**src/rtl/fetch_stage.sv**
```systemverilog
// ============================================================================
// fetch_stage : MIPS IF stage - PC, imem request handshake, IF/ID register
// Revision    : 1.0
// ============================================================================
`default_nettype none

module fetch_stage #(
   parameter logic [31:0] RESET_PC = 32'h0000_3000
) (
   input  logic        clk,
   input  logic        reset,
   input  logic        stall,
   input  logic        pc_branch,
   input  logic [31:0] B_addr,
   input  logic        jump,
   input  logic [31:0] J_addr,
   input  logic        jump_reg,
   input  logic [31:0] JR_addr,
   output logic        imem_req,
   output logic [31:0] imem_addr,
   input  logic        imem_ready,
   input  logic [31:0] imem_rdata,
   output logic [31:0] PCF,
   output logic [31:0] InstrD,
   output logic [31:0] PCD,
   output logic [31:0] PC4D,
   output logic        validD
);

   typedef enum logic [0:0] {
      S_FETCH = 1'b0,
      S_HOLD  = 1'b1
   } state_t;

   state_t      state_q, state_d;
   logic [31:0] pcf_q, pcf_d;
   logic [31:0] ibuf_q, ibuf_d;
   logic        pend_valid_q, pend_valid_d;
   logic [31:0] pend_addr_q, pend_addr_d;
   logic [31:0] instr_q, instr_d;
   logic [31:0] pcd_q, pcd_d;
   logic [31:0] pc4d_q, pc4d_d;
   logic        valid_q, valid_d;

   logic [31:0] pc_plus4;
   logic [31:0] target_sel;
   logic [31:0] target;
   logic [31:0] issue_instr;
   logic        redir;
   logic        issue;

   always_comb begin
      pc_plus4 = pcf_q + 32'd4;

      if (jump_reg)
         target_sel = JR_addr;
      else if (jump)
         target_sel = J_addr;
      else
         target_sel = B_addr;
      target = target_sel & ~32'h3;

      redir = valid_q & ~stall & (jump_reg | jump | pc_branch);
      issue = ~stall & (((state_q == S_FETCH) & imem_ready) | (state_q == S_HOLD));
      issue_instr = (state_q == S_HOLD) ? ibuf_q : imem_rdata;

      state_d      = state_q;
      pcf_d        = pcf_q;
      ibuf_d       = ibuf_q;
      pend_valid_d = pend_valid_q;
      pend_addr_d  = pend_addr_q;
      instr_d      = instr_q;
      pcd_d        = pcd_q;
      pc4d_d       = pc4d_q;
      valid_d      = valid_q;

      if (issue) begin
         instr_d = issue_instr;
         pcd_d   = pcf_q;
         pc4d_d  = pc_plus4;
         valid_d = 1'b1;
         state_d = S_FETCH;
         // A pending redirect belongs to the delay slot issuing now.
         if (pend_valid_q) begin
            pcf_d        = pend_addr_q;
            pend_valid_d = 1'b0;
         end else if (redir) begin
            pcf_d = target;
         end else begin
            pcf_d = pc_plus4;
         end
      end else begin
         if (state_q == S_FETCH) begin
            if (imem_ready && stall) begin
               ibuf_d  = imem_rdata;
               state_d = S_HOLD;
            end else if (!imem_ready && !stall) begin
               valid_d = 1'b0;
               instr_d = 32'd0;
            end
         end
         if (redir && !pend_valid_q) begin
            pend_valid_d = 1'b1;
            pend_addr_d  = target;
         end
      end
   end

   always_ff @(posedge clk) begin
      if (reset) begin
         state_q      <= S_FETCH;
         pcf_q        <= RESET_PC;
         ibuf_q       <= 32'd0;
         pend_valid_q <= 1'b0;
         pend_addr_q  <= 32'd0;
         instr_q      <= 32'd0;
         pcd_q        <= 32'd0;
         pc4d_q       <= 32'd0;
         valid_q      <= 1'b0;
      end else begin
         state_q      <= state_d;
         pcf_q        <= pcf_d;
         ibuf_q       <= ibuf_d;
         pend_valid_q <= pend_valid_d;
         pend_addr_q  <= pend_addr_d;
         instr_q      <= instr_d;
         pcd_q        <= pcd_d;
         pc4d_q       <= pc4d_d;
         valid_q      <= valid_d;
      end
   end

   assign imem_req  = (state_q == S_FETCH) & ~reset;
   assign imem_addr = pcf_q;
   assign PCF       = pcf_q;
   assign InstrD    = instr_q;
   assign PCD       = pcd_q;
   assign PC4D      = pc4d_q;
   assign validD    = valid_q;

endmodule

`default_nettype wire
```
**config.mk**
```make
export PLATFORM = sky130hd
export DESIGN_NAME = fetch_stage
export DESIGN_NICKNAME = d
export VERILOG_FILES = /design/src/rtl/fetch_stage.sv
export SDC_FILE = /design/constraint.sdc
export NUM_CORES = 1
export LEC_CHECK = 0
export BUFFER_PORTS_ARGS = -buffer_cell sky130_fd_sc_hd__buf_2
export CORE_AREA = 10 10 167 169
export DETAILED_ROUTE_END_ITERATION = 8
export DIE_AREA = 0 0 177 179
export PLACE_DENSITY = 0.71
export SLEW_MARGIN = 20
export SYNTH_ARGS = -nofsm -noshare
export SYNTH_HDL_FRONTEND = slang
export SYNTH_SLANG_ARGS = --single-unit
```
**constraint.sdc**
```tcl
create_clock -name clk -period 1.77 [get_ports clk]
set_input_delay 0.2655 -clock clk [delete_from_list [all_inputs] [get_ports clk]]
set_output_delay 0.2655 -clock clk [all_outputs]
set_load 0.01 [all_outputs]
```
After elaboration in Yosys (flattened, before gate mapping)
Cells that the tools add are included.
{ "word_totals": {"reg_bits": 193, "output_inout_bits": 162, "inputBits": 135} }
{ "op_classes": {"bitwise_logic": 12, "add_sub_neg": 1, "n_eq_ne": 2, "n_mux": 15, "n_reduce_logical": 11} }
{ "ops": {"columns": ["operator", "count"], "rows": [
  ["$mux W32", 9],
  ["$add A32 B3 Y32 const B", 1],
  ["$mux W1", 6],
  ["$reduce_and A3 Y1", 2],
  ["$and A1 B1 Y1", 5],
  ["$not A1 Y1", 4],
  ["$logic_and A1 B1 Y1", 3],
  ["$logic_not A1 Y1", 3],
  ["$or A1 B1 Y1", 3],
  ["$ne A2 B1 Y1 const B", 1],
  ["$ne A2 B2 Y1 const B", 1],
  ["$reduce_and A2 Y1", 1],
  ["$reduce_bool A2 Y1", 1],
  ["$reduce_or A2 Y1", 1]
]} }

Logic depth before layout (Yosys ltp)
Gate-level depths: netlist of the first run.
{ "depth": {"word_depth": 6, "mapped_depth": 7} }

Least setup slack after synthesis of the first run
Ideal clock, no wire load.
{ "synth_path": {"kind": "flip-flop to flip-flop", "start": "reg pcf_q[2], in the netlist PCF[2]", "end": "reg pcf_q[26], in the netlist PCF[26]", "arrival_ps": 1829, "path_slack_ps": -176, "period_less_slack_ps": 1946, "stages_incl_launch_ff": 7, "setup_ps": 117, "cell_sequence": "dfxtp_1 -> ha_1 -> nand2_1 -> nor2_1 -> and3_1 -> o21ai_0 -> a32o_1"} }
{ "synth_between": {"elab_chain_cells": 3} }
{ "synth_lines": {"columns": ["element", "line", "rtl"], "rows": [
  ["start: declaration", "36", "logic [31:0] pcf_q, pcf_d;"],
  ["start signal: assignment", "122", "pcf_q <= pcf_d;"],
  ["$add A32 B3 Y32", "53", "pc_plus4 = pcf_q + 32'd4;"],
  ["$mux W32", "87", "end else if (redir) begin"],
  ["$mux W32", "84", "if (pend_valid_q) begin"]
]} }
No other way between the ends.
A chain may end at the register's enable or synchronous reset.

Worst setup path in the final report of the first run
{ "layout_path": {"start": "reg pcf_q[13], in the netlist PCF[13]", "end": "reg pcf_q[30], in the netlist PCF[30]"} }
The elaborated chain is that of the path after synthesis.

==> out/metrics.cfg, run 1 <==
[outcome]
outcome=completed

[cts]
cts_tree=done
clkTransAtPathRegs_ns=0.07
htree_levels=4
root_buffer=clkbuf_16
cts_buffers=17
clkSinkCount=187
clock_latency_ns=0.43
cts_max_path_buffers=2

[worst_hold_path]
min-delay-path-class=in2reg
hold_end=ibuf_q[16]
min_from=imem_rdata[16]
min_delay_path_depth=3

[drt]
wl_um=30530
dr.pass1.iters=6
route.detailed.drc=0
vias=8913
wl_per_cell_um=17.40
ant_nets=0
drt-vias-per-instance=5.079
drt_iter0_drc=801

[worst_setup_path]
regToRegStartpoint=PCF[13]
crit_buf_inv=1
start_kind=register
slowest_stage=dfxtp_2
startpoint=PCF[13]
cp_max_fo=12
rr_endpoint=PCF[30]
cp_data_arrival_time_ns=2.09
r2r_cells=6
end_kind=register
required_ns=2.10
cpPeakStageDelay_ns=0.35
rrSetupSlack_ns=0.01
path_class=reg2reg
path_cells=nand4_1 > nor4_4 > buf_12 > nand4b_1 > o31a_1 > o32ai_1
critPathTopFamily=simple AND/OR/NAND/NOR gates

[sta]
fin_skew_ns=0.01054
report.final.slew_viol_count=0
rsz0062_at_grt=true
slew_headroom_pct=56.30
max_slew.worst_pin.slew_ns=0.6487
fmax_ghz=0.5689
final.min_clock_period_ns=1.758
hold_viol_final=0
setup_violations=0
post-route-period-util_pct=99.31
tns_ns=0

[die]
start_util_pct=35.93
die-area_mm2=0.03168
die_h_um=179
die-width_um=177
ios=297
fp-row-count=58
core_mm2=0.02475

[cells_and_area]
nFillCells=2368
drive_gt1_share_pct=34.62
seq_area_mm2=0.003761
finalNetCount=1547
syn_to_final_growth_pct=33.56
multi_input_area_mm2=0.004636
final_cells=1755

[global_routing]
antenna_found_initial=1
grt_pass1_vias=8754
gr-total-overflow=0
grt_max_degree=104
grt_usage_pct=18.29
grt_pass1_wl_um=46660

[synthesis]
ys_seq_elements=187
synth_area_mm2=0.008891
synth_edf_count=0
synth_warnings=0
syn-instance-count=1112
netlist-cell-type-count=64
avgSynthCellArea_um2=7.996
synthArstFlopShare_pct=0
ys_seq_area_share_pct=42.11
synthFlopType=dfxtp_1

[pwr]
intPower_mw=6.971
p_clk_share_pct=37.9
pwr-share-seq_pct=46.7
finalPower_mw=9.613
swShare_pct=27.48
p_comb_share_pct=15.4
p_leak_nw=5.111
p_per_area_mw_per_mm2=809.5
peakVddDrop_mv=0.5281
p_sw_mw=2.642

[placement]
dpl.hpwl_um=22670
gp_congestion=0.8729
placed_cells=1714
port-buffer-count=282

[run]
maxCapViolations=0

==> worst reg2reg max path, cell delays in order (launching register included) <==
cell and delay (ns):
dfxtp_2 0.35, nand4_1 0.15, nor4_4 0.35, buf_12 0.17, nand4b_1 0.20, o31a_1 0.34
o32ai_1 0.11
==> cell type report <==
cell class	instances	share of cell area (%)
Tap cell	330	3.477
Sequential cell	187	31.67
Inverter	16	0.5057
Antenna cell	1	0.02107
Clock inverter	12	0.9799
Clock buffer	20	3.677
Timing Repair Buffer	399	20.63
Multi-Input combinational cell	790	39.04
==> power groups by stage <==
stage | Sequential (mW) | Clock (mW) | Combinational [mW]
2_1_floorplan | 4.63 | 0 | 0.733
3_3_place_gp | 4.57 | 0 | 1.44
3_5_place_dp | 4.58 | 0 | 1.46
4_1_cts | 4.48 | 3.72 | 1.47
5_1_grt | 4.50 | 3.87 | 1.62
6_report | 4.49 | 3.65 | 1.48
==> worst max-delay path by stage <==
stage               cells past startpoint      end
floorplan                               6  PCF[26]
global placement                        8  PCF[21]
detailed placement                      8  PCF[24]
CTS                                     7  PCF[19]
global route                            6  PCF[30]
finish                                  6  PCF[30]
==> metal layers <==
layer	GRT usage (%)	part of all wire, %	up-vias
li1	-	-	4405
met3	4.591	7.5	33
met1	23.21	43	4131
met4	6.375	2.0	0
met5	0	0	-
met2	29.57	47	344
==> cells in the mapped netlist (17+ instances only) <==
master	instances	area [µm²]
buf_4	40	300.3
clkbuf_1	62	232.7
dfxtp_1	187	3744
a211oi_1	29	217.7
xnor2_1	20	175.2
mux2_2	17	191.4
nand2_1	223	837.1
a21oi_1	118	590.6
nor2_1	95	356.6
mux2i_1	62	620.6
o21ai_0	71	355.3
nor3_1	18	90.09
==> kinds of logic (layout without fill, tap and decap cells) <==
kind of cell,after synthesis,count (layout),synth area share (%)
buffers and inverters,142,447,7.965
adder cells (fa/ha/maj),1,1,0.1407
XOR/XNOR,26,26,2.561
flip-flops,187,187,42.11
AO/OA/AOI/OAI,276,276,18.53
other,1,9,0.04218
multiplexers,79,79,9.133
AND/OR/NAND/NOR,400,400,19.52
==> stage by stage <==
step	instance area (µm²)	setup slack, ns	util [%]	hold WS [ns]
2_1_floorplan	8989	-0.02100	-	0.3896
3_3_place_gp	11130	-0.1550	44.97	0.4308
3_5_place_dp	11130	-0.2303	44.97	0.4370
4_1_cts	11720	0.003505	47.34	0.06404
5_1_grt	11880	-0.03729	47.99	0.07552
6_report	11880	0.01228	47.99	0.08204
==> layout by cell type (no fill, tap or decap), drive strengths merged, types with 8 or more instances in the layout <==
cell type,n
a211oi,29
a21oi,119
buf,399
clkbuf,20
conb,8
dfxtp,187
inv,17
mux2,17
mux2i,62
nand2,223
nand3,14
nand4,13
nor2,95
nor3,19
o21ai,73
xnor2,20
==> registers in the layout, summed over array words and instances, names as in the netlist, 30 cells and up <==
| register | count |
|---|---|
| ibuf_q | 32 |
| pend_addr_q | 30 |
| PCD | 30 |
| PC4D | 30 |
| PCF | 30 |
| InstrD | 32 |
==> repair_timing <==
action | 4_1_cts | 5_1_grt
resized for setup | 5 | 25
setup endpoints to repair | 10 | 32
pin swaps | 1 | 4
setup buffers | 2 | 6
hold buffers | 0 | 0
gates cloned | 0 | 0
hold endpoints to repair | 0 | 0
Power figures use the tool's default switching activity.
==> run 2: changes to the inputs <==
--- a/config.mk
+++ b/config.mk
@@ -6,9 +6,9 @@
 export NUM_CORES = 1
 export LEC_CHECK = 0
 export BUFFER_PORTS_ARGS = -buffer_cell sky130_fd_sc_hd__buf_2
-export CORE_AREA = 10 10 167 169
+export CORE_AREA = 10 10 190 148
 export DETAILED_ROUTE_END_ITERATION = 8
-export DIE_AREA = 0 0 177 179
+export DIE_AREA = 0 0 200 158
 export PLACE_DENSITY = 0.71
 export SLEW_MARGIN = 20
 export SYNTH_ARGS = -nofsm -noshare
==> out/metrics.cfg, run 2 (synthesized netlist as in run 1, its figures left out) <==
[sta]
slew_headroom_pct=60.76  ; +4.5 points
rsz0062_at_grt=true
fin_skew_ns=0.01189  ; +0.001349 ns
report.final.slew_viol_count=0  ; unchanged
fmax_ghz=0.5638  ; -0.91%
post-route-period-util_pct=100.2  ; +0.91 points
post-route-worst-setup-slack_ns=-0.003774  ; -0.01606 ns
final.min_clock_period_ns=1.774  ; +0.01606 ns
hold_viol_final=0  ; unchanged
setup_violations=1  ; +1
max_slew.worst_pin.slew_ns=0.5879  ; -0.06071 ns

[die]
die-width_um=200  ; +13%
ios=297  ; unchanged
die-area_mm2=0.03160  ; -0.26%
fp-row-count=50  ; -14%
die_h_um=158  ; -12%
core_mm2=0.02446  ; -1.2%
start_util_pct=36.35  ; +0.42 points

[worst_setup_path]
rr_endpoint=PCF[30]
start_kind=register
r2r_cells=8  ; +2
cp_max_fo=7  ; -5
required_ns=2.09  ; about the same
cp_data_arrival_time_ns=2.09  ; about the same
rrSetupSlack_ns=-0.004  ; -0.02 ns
regToRegStartpoint=PCF[5]
path_class=reg2reg
end_kind=register

[drt]
drt-vias-per-instance=5.081  ; about the same
route.detailed.drc=0  ; unchanged
ant_nets=0  ; unchanged
wl_um=30960  ; +1.4%
vias=8942  ; +0.33%
dr.pass1.iters=5  ; -1
drt_iter0_drc=635  ; -21%
wl_per_cell_um=17.59  ; +1.1%

[cells_and_area]
diodes=0  ; -1
final_core_util_pct=48.78  ; +0.79 points
final_cell_mix=281 x buf_2, 223 x nand2_1, 174 x dfxtp_1
final_common_cell=buf_2
syn_to_final_growth_pct=34.20
drive_gt1_share_pct=34.81  ; +0.19 points
finalNetCount=1545  ; -0.13%
fin_area_mm2=0.01193  ; +0.47%
final_cells=1760  ; +0.28%

[placement]
gp_congestion=0.8818  ; +1.0%
dpl.hpwl_um=23070  ; +1.8%
placed_cells=1721  ; +0.41%
dp_slack_ns=-0.1904  ; +0.03997 ns
port-buffer-count=282  ; unchanged
postPlaceCellArea_mm2=0.01111  ; -0.20%

[cts]
cts_buffers=17  ; unchanged
hold_buffers=0  ; unchanged
clkTransAtPathRegs_ns=0.07  ; about the same
cts_tree=done
clock_latency_ns=0.44  ; about the same
htree_levels=4  ; unchanged
cts_max_path_buffers=2  ; unchanged
clkSinkCount=187  ; unchanged
root_buffer=clkbuf_16

[pwr]
intPower_mw=7.262  ; +4.2%
p_comb_share_pct=14.8  ; -0.6 points
p_clk_share_pct=40.2  ; +2.3 points
swShare_pct=27.12  ; -0.36 points
p_leak_nw=5.147  ; +0.70%
p_sw_mw=2.702  ; +2.3%
p_per_area_mw_per_mm2=835.1  ; +3.2%
peakVddDrop_mv=0.7191  ; +36%
pwr-share-seq_pct=45.0  ; -1.7 points

[worst_hold_path]
min-delay-path-class=in2reg
min_delay_path_depth=3  ; unchanged
min_from=imem_rdata[0]
hold_end=ibuf_q[0]

[global_routing]
antenna_found_initial=1  ; unchanged
gr-total-overflow=0  ; unchanged
grt_usage_pct=18.91  ; +0.62 points
grt_pass1_vias=8530  ; -2.6%
grt_pass1_wl_um=47080  ; +0.90%
grt_max_degree=103  ; -0.96%

[run]
maxCapViolations=0  ; unchanged

[outcome]
violations=setup timing
outcome=finished with violations

run 2: cell types whose count changed in the layout (fill, tap and decap cells not counted), moves of 3 or more:
cell / previous run / this run
inv_6: 1 / 5
o21ai_0: 71 / 67
o21ai_1: 1 / 5
clkbuf_8: 0 / 4
clkinvlp_4: 4 / 1
run 2: worst max-delay path by stage:
stage             start       end  slack [ns]  cells after the start
2_1_floorplan    PCF[3]   PCF[26]       -0.02                      6
3_3_place_gp   jump_reg   PCF[21]       -0.18                      8
3_5_place_dp       jump   PCF[25]       -0.19                      8
4_1_cts         state_q  imem_req      0.0002                      3
5_1_grt          PCF[5]   PCF[30]       -0.06                      8
6_report         PCF[5]   PCF[30]      -0.004                      8
run 2: area by class of cell:
| cell class | count | area, µm² |
|---|---|---|
| repair buffers | 397 | 2435 |
| flip-flops and latches | 187 | 3767 |
| fillers | 2346 | 12530 |
| clock inverters | 10 | 125.1 |
| multi-input cells | 790 | 4637 |
| well taps | 338 | 422.9 |
| inverters | 16 | 60.06 |
| clock buffers | 22 | 484.2 |
run 2: metrics by stage:
step / total power [mW] / hold slack [ns] / setup TNS, ns
2_1_floorplan: 5.365 / 0.3896 / -0.02778
3_3_place_gp: 6.001 / 0.4301 / -2.160
3_5_place_dp: 6.036 / 0.4392 / -3.265
4_1_cts: 10.03 / 0.04600 / 0
5_1_grt: 10.36 / 0.05449 / -0.3990
6_report: 9.964 / 0.06373 / -0.003774
run 2: layer usage:
metal / track usage (%) / share of wire, % / vias to the layer above
met2: 28.93 / 44 / 347
met3: 5.050 / 8.4 / 36
met1: 25.31 / 45 / 4166
met5: 0 / 0.039 / -
li1: - / - / 4391
met4: 5.971 / 1.6 / 2
run 2: power by group through the flow:
stage	clock network (mW)	registers, mW	logic [mW]
after floorplan	0	4.63	0.733
after global placement	0	4.57	1.43
after detailed placement	0	4.58	1.46
after CTS	4.08	4.48	1.47
after global routing	4.24	4.50	1.62
final	4.01	4.48	1.47
run 2: critical path: stages, from the launching register on:
cell and delay [ns]:
dfxtp_2 0.36, nand4_4 0.13, nor4_4 0.26, buf_4 0.18, buf_12 0.11, nand4b_1 0.20, buf_4 0.21, a21oi_2 0.12
o32ai_2 0.08
run 2: timing repair:
item	4_1_cts	5_1_grt
gates cloned	0	1
setup buffers	1	5
endpoints found under the setup margin	21	28
pin swaps	1	22
resized for setup	13	27
endpoints found under the hold margin	0	0
==> run 3: changes to the inputs <==
--- a/config.mk
+++ b/config.mk
@@ -5,11 +5,11 @@
 export SDC_FILE = /design/constraint.sdc
 export NUM_CORES = 1
 export LEC_CHECK = 0
-export BUFFER_PORTS_ARGS = -buffer_cell sky130_fd_sc_hd__buf_2
 export CORE_AREA = 10 10 190 148
 export DETAILED_ROUTE_END_ITERATION = 8
 export DIE_AREA = 0 0 200 158
-export PLACE_DENSITY = 0.71
+export DONT_BUFFER_PORTS = 1
+export PLACE_DENSITY = 0.6
 export SLEW_MARGIN = 20
 export SYNTH_ARGS = -nofsm -noshare
 export SYNTH_HDL_FRONTEND = slang
==> out/metrics.cfg, run 3 (synthesized netlist as in run 1, its figures left out) <==
[cells_and_area]
final_cell_mix=223 x nand2_1, 175 x dfxtp_1, 118 x a21oi_1
final_core_util_pct=43.18  ; -5.6 points
diodes=0  ; unchanged
finalNetCount=1276  ; -17%
final_common_cell=nand2_1
drive_gt1_share_pct=17.61  ; -17 points
nFillCells=2414  ; +2.9%
syn_to_final_growth_pct=18.80

[sta]
fin_skew_ns=0.01132  ; -0.0005693 ns
setup_violations=1  ; unchanged
hold_viol_final=26  ; +26
slew_headroom_pct=61.73  ; +0.97 points
fmax_ghz=0.5642  ; about the same
post-route-worst-setup-slack_ns=-0.002314  ; +0.001461 ns
rsz0062_at_grt=true
final.min_clock_period_ns=1.772  ; -0.001461 ns
tns_ns=-0.002314  ; +0.001461 ns
max_slew.worst_pin.slew_ns=0.5735  ; -0.01449 ns
post-route-period-util_pct=100.1  ; about the same
report.final.slew_viol_count=0  ; unchanged
whs_ns=-0.09327  ; -0.1570 ns

[cts]
cts_tree=done
cts_buffers=17  ; unchanged
cts_max_path_buffers=2  ; unchanged
hold_buffers=19  ; +19
root_buffer=clkbuf_16
clkTransAtPathRegs_ns=0.07  ; about the same
clkSinkCount=187  ; unchanged
clock_latency_ns=0.45  ; about the same
htree_levels=4  ; unchanged

[die]
die-area_mm2=0.03160  ; unchanged
die_h_um=158  ; unchanged
ios=297  ; unchanged
die-width_um=200  ; unchanged
fp-row-count=50  ; unchanged
core_mm2=0.02446  ; unchanged
start_util_pct=36.35  ; unchanged

[drt]
wl_um=29950  ; -3.3%
dr.pass1.iters=6  ; +1
drt-vias-per-instance=5.219  ; +2.7%
wl_per_cell_um=20.09  ; +14%
drt_iter0_drc=575  ; -9.4%
ant_nets=0  ; unchanged
vias=7781  ; -13%
route.detailed.drc=0  ; unchanged

[worst_setup_path]
cp_max_fo=7  ; unchanged
path_class=reg2reg
r2r_cells=8  ; unchanged
cp_data_arrival_time_ns=2.13  ; +0.04 ns
start_kind=register
required_ns=2.13  ; +0.04 ns
end_kind=register

[outcome]
outcome=finished with violations
violations=hold timing, setup timing

[placement]
dpl.hpwl_um=21480  ; -6.9%
dp_slack_ns=-0.08040  ; +0.1100 ns
gp_congestion=0.8011  ; -9.2%
port-buffer-count=0  ; -100%

[pwr]
p_leak_nw=3.828  ; -26%
p_per_area_mw_per_mm2=876.2  ; +4.9%
finalPower_mw=9.255  ; -7.1%
peakVddDrop_mv=0.6751  ; -6.1%

[global_routing]
antenna_found_initial=0  ; -1
grt_pass1_vias=7429  ; -13%
grt_max_degree=147  ; +43%
grt_usage_pct=18.33  ; -0.59 points
gr-total-overflow=0  ; unchanged
grt_pass1_wl_um=44500  ; -5.5%

[worst_hold_path]
min_delay_path_depth=1  ; -2
min-delay-path-class=in2reg

[run]
maxCapViolations=0  ; unchanged

## run 3: stage by stage
stage	instances	area [µm²]
final	1491	10560
after global placement	1426	9562
after detailed placement	1426	9562
after CTS	1478	10330
after global routing	1491	10560
after floorplan	1119	8989
## run 3: what timing repair did
action | in CTS | in global routing
pin swaps | 1 | 21
endpoints found under the setup margin | 20 | 28
resized for setup | 5 | 21
setup buffers | 1 | 12
cloned | 0 | 1
hold endpoints to repair | 152 | 132
## run 3: critical path, stage by stage, from the launching register on
cell and delay, ns:
dfxtp_2 0.36, nand4_4 0.14, nor4_4 0.26, buf_4 0.18, buf_12 0.12, buf_12 0.10
nand4_1 0.13, xor2_1 0.18, a211oi_1 0.21
## run 3: power breakdown
| part | internal (mW) | leakage [nW] | switching (mW) |
|---|---|---|---|
| Combinational | 0.441 | 2.04 | 0.618 |
| Clock | 1.86 | 0.258 | 1.78 |
| Sequential | 4.38 | 1.53 | 0.173 |
| Total | 6.68 | 3.83 | 2.57 |
## run 3: path summary, 6_finish.rpt
path         startpoint         end  slack (ns)
max              PCF[5]    PC4D[27]      -0.002
min               reset  ibuf_q[24]       -0.09
min reg2reg  ibuf_q[13]  ibuf_q[13]        0.45
max reg2reg      PCF[5]    PC4D[27]      -0.002
## run 3: area by class of cell
type                            instances  area, µm²  area share, %
Inverter                               16      60.06         0.5686
Sequential cell                       187       3759          35.58
Clock buffer                           18      439.2          4.158
Multi-Input combinational cell        790       4607          43.62
Timing Repair Buffer                  128       1159          10.97
Clock inverter                         14      116.4          1.102
Tap cell                              338      422.9          4.004
## run 3: layer usage
layer  part of all wire [%]  GRT usage [%]  up-vias  wire length [µm]
met1                     46          25.11     3597             13820
li1                       -              -     3862                 -
met4                    1.8          5.755        0               529
met3                    8.6          5.835       24              2577
met5                      0              0        -                 0
met2                     43          26.59      298             13030
